### src/rtl/usb_packet_sender_if.sv
// Serial bit stream from the packet sender to the bit-stuffer/NRZI/EOP stage.
// A bit moves on any rising edge where out_valid && out_ready; out_bit/out_last hold while stalled.
interface usb_packet_sender_if;
  logic out_bit;
  logic out_valid;
  logic out_last;
  logic out_ready;

  modport master (output out_bit, output out_valid, output out_last, input out_ready);
  modport slave  (input out_bit, input out_valid, input out_last, output out_ready);
endinterface

### src/rtl/usb_packet_sender.sv
// USB packet serialiser: SYNC/PID for IN, ACK, NAK (+ DATA0 with payload/CRC16 when
// USB_SENDER_DATA_EN is defined), emitting a raw pre-stuffing bit stream.
module usb_packet_sender #(
  parameter logic [6:0] DEV_ADDR = 7'd5,
  parameter logic [3:0] DEV_ENDP = 4'd4
) (
  input  logic                        clock,
  input  logic                        reset,
  input  logic                        send_IN,
  input  logic                        send_ACK,
  input  logic                        send_NAK,
  input  logic                        send_DATA0,
  input  logic [63:0]                 data_in,
  output logic                        busy,
  output logic                        sent,
  output logic [2:0]                  state_dbg,
  usb_packet_sender_if.master         tx
);

  localparam logic [7:0] PID_IN    = 8'h69;
  localparam logic [7:0] PID_ACK   = 8'hD2;
  localparam logic [7:0] PID_NAK   = 8'h5A;
  localparam logic [7:0] PID_DATA0 = 8'hC3;

  typedef enum logic [2:0] {
    IDLE  = 3'd0,
    SYNC  = 3'd1,
    PID   = 3'd2,
    TOKEN = 3'd3,
    CRC5  = 3'd4
`ifdef USB_SENDER_DATA_EN
    ,
    DATA  = 3'd5,
    CRC16 = 3'd6
`endif
  } state_t;

  state_t      state, state_nx;
  logic [6:0]  cnt, cnt_nx;
  logic [7:0]  pid, pid_nx;
  logic [4:0]  crc5;
  logic        accept, sent_nx, xfer, bit_o, last_o;
  logic [10:0] token_bits;

  assign token_bits = {DEV_ENDP, DEV_ADDR};
  assign xfer       = tx.out_valid && tx.out_ready;

  assign tx.out_valid = (state != IDLE);
  assign tx.out_bit   = bit_o;
  assign tx.out_last  = last_o;
  assign busy         = (state != IDLE);
  assign state_dbg    = state;

`ifdef USB_SENDER_DATA_EN
  logic [15:0] crc16;
  logic [63:0] payload;
`else
  logic unused_data;
  assign unused_data = ^{send_DATA0, data_in};
`endif

  function automatic logic [4:0] crc5_step(input logic [4:0] c, input logic b);
    return {c[3:0], 1'b0} ^ ((c[4] ^ b) ? 5'b00101 : 5'b00000);
  endfunction

  function automatic logic [15:0] crc16_step(input logic [15:0] c, input logic b);
    return {c[14:0], 1'b0} ^ ((c[15] ^ b) ? 16'h8005 : 16'h0000);
  endfunction

  // Next-state, field counter and the serial bit; the counter only moves on transfers.
  always_comb begin
    state_nx = state;
    cnt_nx   = cnt;
    pid_nx   = pid;
    accept   = 1'b0;
    sent_nx  = 1'b0;
    bit_o    = 1'b0;
    last_o   = 1'b0;
    case (state)
      IDLE: begin
        if (send_IN) begin
          accept = 1'b1;
          pid_nx = PID_IN;
`ifdef USB_SENDER_DATA_EN
        end else if (send_DATA0) begin
          accept = 1'b1;
          pid_nx = PID_DATA0;
`endif
        end else if (send_ACK) begin
          accept = 1'b1;
          pid_nx = PID_ACK;
        end else if (send_NAK) begin
          accept = 1'b1;
          pid_nx = PID_NAK;
        end
        if (accept) begin
          state_nx = SYNC;
          cnt_nx   = 7'd0;
        end
      end
      SYNC: begin
        bit_o = (cnt == 7'd7);
        if (xfer) begin
          cnt_nx   = (cnt == 7'd7) ? 7'd0 : cnt + 7'd1;
          state_nx = (cnt == 7'd7) ? PID : SYNC;
        end
      end
      PID: begin
        bit_o  = pid[cnt[2:0]];
        last_o = (cnt == 7'd7) && (pid != PID_IN) && (pid != PID_DATA0);
        if (xfer) begin
          cnt_nx = (cnt == 7'd7) ? 7'd0 : cnt + 7'd1;
          if (cnt == 7'd7) begin
            if (pid == PID_IN) begin
              state_nx = TOKEN;
`ifdef USB_SENDER_DATA_EN
            end else if (pid == PID_DATA0) begin
              state_nx = DATA;
`endif
            end else begin
              state_nx = IDLE;
              sent_nx  = 1'b1;
            end
          end
        end
      end
      TOKEN: begin
        bit_o = token_bits[cnt[3:0]];
        if (xfer) begin
          cnt_nx   = (cnt == 7'd10) ? 7'd0 : cnt + 7'd1;
          state_nx = (cnt == 7'd10) ? CRC5 : TOKEN;
        end
      end
      CRC5: begin
        bit_o  = ~crc5[3'd4 - cnt[2:0]];
        last_o = (cnt == 7'd4);
        if (xfer) begin
          cnt_nx = cnt + 7'd1;
          if (cnt == 7'd4) begin
            state_nx = IDLE;
            sent_nx  = 1'b1;
          end
        end
      end
`ifdef USB_SENDER_DATA_EN
      DATA: begin
        bit_o = payload[cnt[5:0]];
        if (xfer) begin
          cnt_nx   = (cnt == 7'd63) ? 7'd0 : cnt + 7'd1;
          state_nx = (cnt == 7'd63) ? CRC16 : DATA;
        end
      end
      CRC16: begin
        bit_o  = ~crc16[4'd15 - cnt[3:0]];
        last_o = (cnt == 7'd15);
        if (xfer) begin
          cnt_nx = cnt + 7'd1;
          if (cnt == 7'd15) begin
            state_nx = IDLE;
            sent_nx  = 1'b1;
          end
        end
      end
`endif
      default: state_nx = IDLE;
    endcase
  end

  always_ff @(posedge clock or posedge reset) begin
    if (reset) begin
      state <= IDLE;
      cnt   <= 7'd0;
      pid   <= 8'h00;
      sent  <= 1'b0;
      crc5  <= 5'h1F;
    end else begin
      state <= state_nx;
      cnt   <= cnt_nx;
      pid   <= pid_nx;
      sent  <= sent_nx;
      if (accept)
        crc5 <= 5'h1F;
      else if (xfer && state == TOKEN)
        crc5 <= crc5_step(crc5, bit_o);
    end
  end

`ifdef USB_SENDER_DATA_EN
  always_ff @(posedge clock or posedge reset) begin
    if (reset) begin
      crc16   <= 16'hFFFF;
      payload <= 64'd0;
    end else if (accept) begin
      crc16 <= 16'hFFFF;
      if (pid_nx == PID_DATA0)
        payload <= data_in;
    end else if (xfer && state == DATA) begin
      crc16 <= crc16_step(crc16, bit_o);
    end
  end
`endif

endmodule

### src/flat_wrapper.sv
// flat-port wrapper written by rule: the top's interface ports become plain ports
module usb_packet_sender_flat 
#(
  parameter logic [6:0] DEV_ADDR = 7'd5,
  parameter logic [3:0] DEV_ENDP = 4'd4
)
  (clock, reset, send_IN, send_ACK, send_NAK, send_DATA0, data_in, busy, sent, state_dbg, tx_out_bit, tx_out_valid, tx_out_last, tx_out_ready);
  usb_packet_sender_if tx_i ();
  input  logic clock;
  input  logic reset;
  input  logic send_IN;
  input  logic send_ACK;
  input  logic send_NAK;
  input  logic send_DATA0;
  input  logic [63:0] data_in;
  output logic busy;
  output logic sent;
  output logic [2:0] state_dbg;
  output wire logic [$bits(tx_i.out_bit)-1:0] tx_out_bit;
  output wire logic [$bits(tx_i.out_valid)-1:0] tx_out_valid;
  output wire logic [$bits(tx_i.out_last)-1:0] tx_out_last;
  input wire logic [$bits(tx_i.out_ready)-1:0] tx_out_ready;
  assign tx_out_bit = tx_i.out_bit;
  assign tx_out_valid = tx_i.out_valid;
  assign tx_out_last = tx_i.out_last;
  assign tx_i.out_ready = tx_out_ready;
  usb_packet_sender #(.DEV_ADDR(DEV_ADDR), .DEV_ENDP(DEV_ENDP)) u_core (.clock(clock), .reset(reset), .send_IN(send_IN), .send_ACK(send_ACK), .send_NAK(send_NAK), .send_DATA0(send_DATA0), .data_in(data_in), .busy(busy), .sent(sent), .state_dbg(state_dbg), .tx(tx_i));
endmodule
### config.mk
export PLATFORM = sky130hd
export DESIGN_NAME = usb_packet_sender_flat
export DESIGN_NICKNAME = d
export VERILOG_FILES = /design/src/rtl/usb_packet_sender_if.sv /design/src/rtl/usb_packet_sender.sv /design/src/flat_wrapper.sv
export SDC_FILE = /design/constraint.sdc
export NUM_CORES = 1
export LEC_CHECK = 0
export ABC_AREA = 1
export BUFFER_PORTS_ARGS = -buffer_cell sky130_fd_sc_hd__buf_2
export CAP_MARGIN = 20
export CORE_ASPECT_RATIO = 0.8
export CORE_MARGIN = 3
export CORE_UTILIZATION = 44
export DETAILED_ROUTE_END_ITERATION = 8
export HOLD_SLACK_MARGIN = 0.06
export PLACE_DENSITY = 0.79
export REMOVE_ABC_BUFFERS = 1
export SYNTH_ARGS = -nofsm -noshare
export SYNTH_HDL_FRONTEND = slang
export SYNTH_SLANG_ARGS = --single-unit
### constraint.sdc
create_clock -name clock -period 2.5 [get_ports clock]
set_input_delay 0.125 -clock clock [delete_from_list [all_inputs] [get_ports clock]]
set_output_delay 0.125 -clock clock [all_outputs]
set_load 0.02 [all_outputs]
==> reports/results.txt <==
Outcome -> completed
Clk slew on worst S/H paths -> 0.08 ns
Initial antenna violation count -> 0
CP Cell Sequence -> inv_2 -> ha_1 -> inv_1 -> nand3_1 -> nor2_1 -> nor2_1 -> nand2_1 -> nand3_2 -> buf_2
Max Clk Rate -> 0.4635 GHz
Slowest cell on crit path -> dfrtp_1
Dpl hpwl -> 2.248 mm
# IOs -> 79
Core area -> 2935 um2
Clock sinks -> 21
Leading area contributor after synthesis -> dfrtp_1
H-tree depth -> 1
Maximum vdd drop -> 0.0007051 V
Sequential area share after synthesis -> 37.15%
Vias in the first global route -> 1,080
Top_reg_cell synth -> dfrtp_1
Largest net degree at the start of global routing -> 22
Cell family with most CP delay -> flip-flops
CP peak stage delay -> 0.57 ns
Synth area leaders -> dfrtp_1, nand2_1, dfstp_2
Synthesis warning total -> 0
Number of inserted diodes -> 0
Std cell rows -> 17
GRT Total Usage -> 15.76%
Total Power -> 1812 uW
Routed Antenna Nets -> 0
Filler Cell Count -> 271
CTS root buf -> clkbuf_8
WL/cell -> 11.72 um
Hold WC Path Type -> in2reg
Critical setup path kind -> reg2out
Worst R2R Setup Slack -> 0.46 ns
Global-route wire length before repair -> 5.140 mm
FFs w/ async S/R, synth -> 100.0%
Clock latency on the worst-skew pair -> 0.26 ns
Nets@finish -> 284
Placed cell area -> 1520 um2
Layout cells sized above 1 -> 20.67%
Finished Layout Cells -> 246
Register bit total from synthesis -> 21
# DRC -> 0
Crit path capture type -> output port
Synth-to-Final Area Change -> 10.14%
Via density -> 5.061
Worst path buffer plus inverter count -> 3
Cells after synthesis -> 193
Cell total after placement -> 241
Worst-path maximum fanout -> 11
Fin. max-slew vios -> 0
Placer Congestion -> 0.8498
Leakage -> 0.0007802 uW
Final setup fails -> 0
Netlist cell types -> 36
CP Launch Type -> flip-flop
Final Skew -> 0.005189 ns
Pre-Repair DR Iteration Count -> 4
Cell area after layout -> 1577 um2
Synthesized area -> 1431 um2
Fin. Hold Viols -> 0
CP dominant cell by count -> nor2_1
IO buf count -> 13
Most common cell after layout, fill and taps aside -> nand2_1
GRT Residual Overflow -> 0
TritonCTS Buffers -> 3
CTS tree -> done
Data arrival time of the critical path -> 2.03 ns
Most frequent cells in the layout -> nand2_1, inv_1, nor2_1
Initial Util -> 48.76%
Mapped Avg Cell Area -> 7.416 um2
Post-Route WL -> 2.883 mm
Pwr dens -> 1149 nW/um2
Max_slew headroom -> 46.12%
Setup TNS -> 0 ns
Max-cap viol count -> 0
Vias -> 1,245
Final Util -> 53.71%
Chip height -> 57.02 um
Die X-Extent -> 69.77 um
RSZ-0062 raised after global routing -> no
Fin crit period -> 2.157 ns
Worst path required time -> 2.38 ns
CTS max path bufs -> 2
Die ar. -> 3978 um2
Post-synth EDFFs -> 0
Final worst-path cycle share -> 86.30%
Top cell type's share of synthesized area -> 27.97%
Iteration-0 DRC Markers -> 90
Least-Margin Pin Slew -> 0.8074 ns
==> layer usage <==
metal	global-route usage, %	vias up	routed length [um]
met5	0	-	0
met3	4.225	0	119
met1	24.07	568	1537
met2	22.61	21	1225
met4	2.459	0	0
li1	-	656	-
==> state kept, by name, indices dropped and copies added, names as in the netlist <==
| register | flops |
|---|---|
| u_core.cnt | 7 |
| u_core.sent | 1 |
| u_core.pid | 5 |
| u_core.state_dbg | 3 |
| u_core.crc5 | 5 |
==> Yosys cell counts (2+ instances only) <==
library cell,instances
a21oi_1,6
a22oi_1,3
dfrtp_1,16
dfstp_2,5
ha_1,4
inv_1,28
inv_2,3
nand2_1,36
nand3_1,19
nand4_1,2
nor2_1,27
nor2_2,2
nor2_4,3
nor3_1,8
nor3_2,3
o21ai_0,5
o21ai_1,3
o31ai_1,2
==> cell families after synthesis <==
kind of cell | synth area share [%]
AND/OR/NAND/NOR | 37.50
buffers and inverters | 10.84
AO/OA/AOI/OAI | 11.01
flip-flops | 37.15
adder cells (fa/ha/maj) | 3.497
==> where the power goes <==
| part | switching [uW] | internal (uW) | leakage [uW] | total, uW |
|---|---|---|---|---|
| combinational | 661 | 355 | 0.000500 | 1020 |
| clock | 119 | 111 | 0.0000255 | 230 |
| sequential | 116 | 450 | 0.000255 | 566 |
==> layout make-up <==
type	count	area, um2	share of cell area, %
clock inverter	1	5.005	0.3175
tap	38	47.55	3.016
inverter	33	131.4	8.333
clock buffer	3	41.29	2.619
sequential	21	531.8	33.73
timing repair buffer	14	75.07	4.762
multi-input combinational	136	744.5	47.22
==> final timing paths <==
| kind | cells past startpoint | endpoint | start |
|---|---|---|---|
| worst max-delay path | 9 | tx_out_bit | u_core.cnt[0] |
| worst min-delay path | 3 | u_core.pid[7] | send_ACK |
| worst max register to register | 7 | u_core.cnt[3] | u_core.cnt[0] |
| worst min register to register | 2 | u_core.crc5[3] | u_core.crc5[2] |
| max in group asynchronous | 3 | u_core.cnt[4] | reset |
| min in group asynchronous | 3 | u_core.pid[6] | reset |
==> worst reg2reg max path, stage by stage (launching register included) <==
cell     delay, ns
dfrtp_1       0.57
ha_1          0.29
nand3_1       0.11
nor2_2        0.22
nor2_1        0.12
or3_4         0.42
nor2_4        0.15
nor3_2        0.05
==> timing repair <==
action | CTS | global route
hold endpoints to repair | 16 | 0
buffers inserted | 0 | 0
hold buffers | 1 | 0
resized for setup | 0 | 0
==> metrics by stage <==
step / hold slack, ns / setup slack, ns
CTS: 0.1374 / 0.3415
detailed placement: 0.3216 / 0.4974
global placement: 0.3061 / 0.4976
finish: 0.1392 / 0.3426
global route: 0.1619 / 0.1664
floorplan: 0.09782 / 0.6807
(Power assumes the default switching activity.)
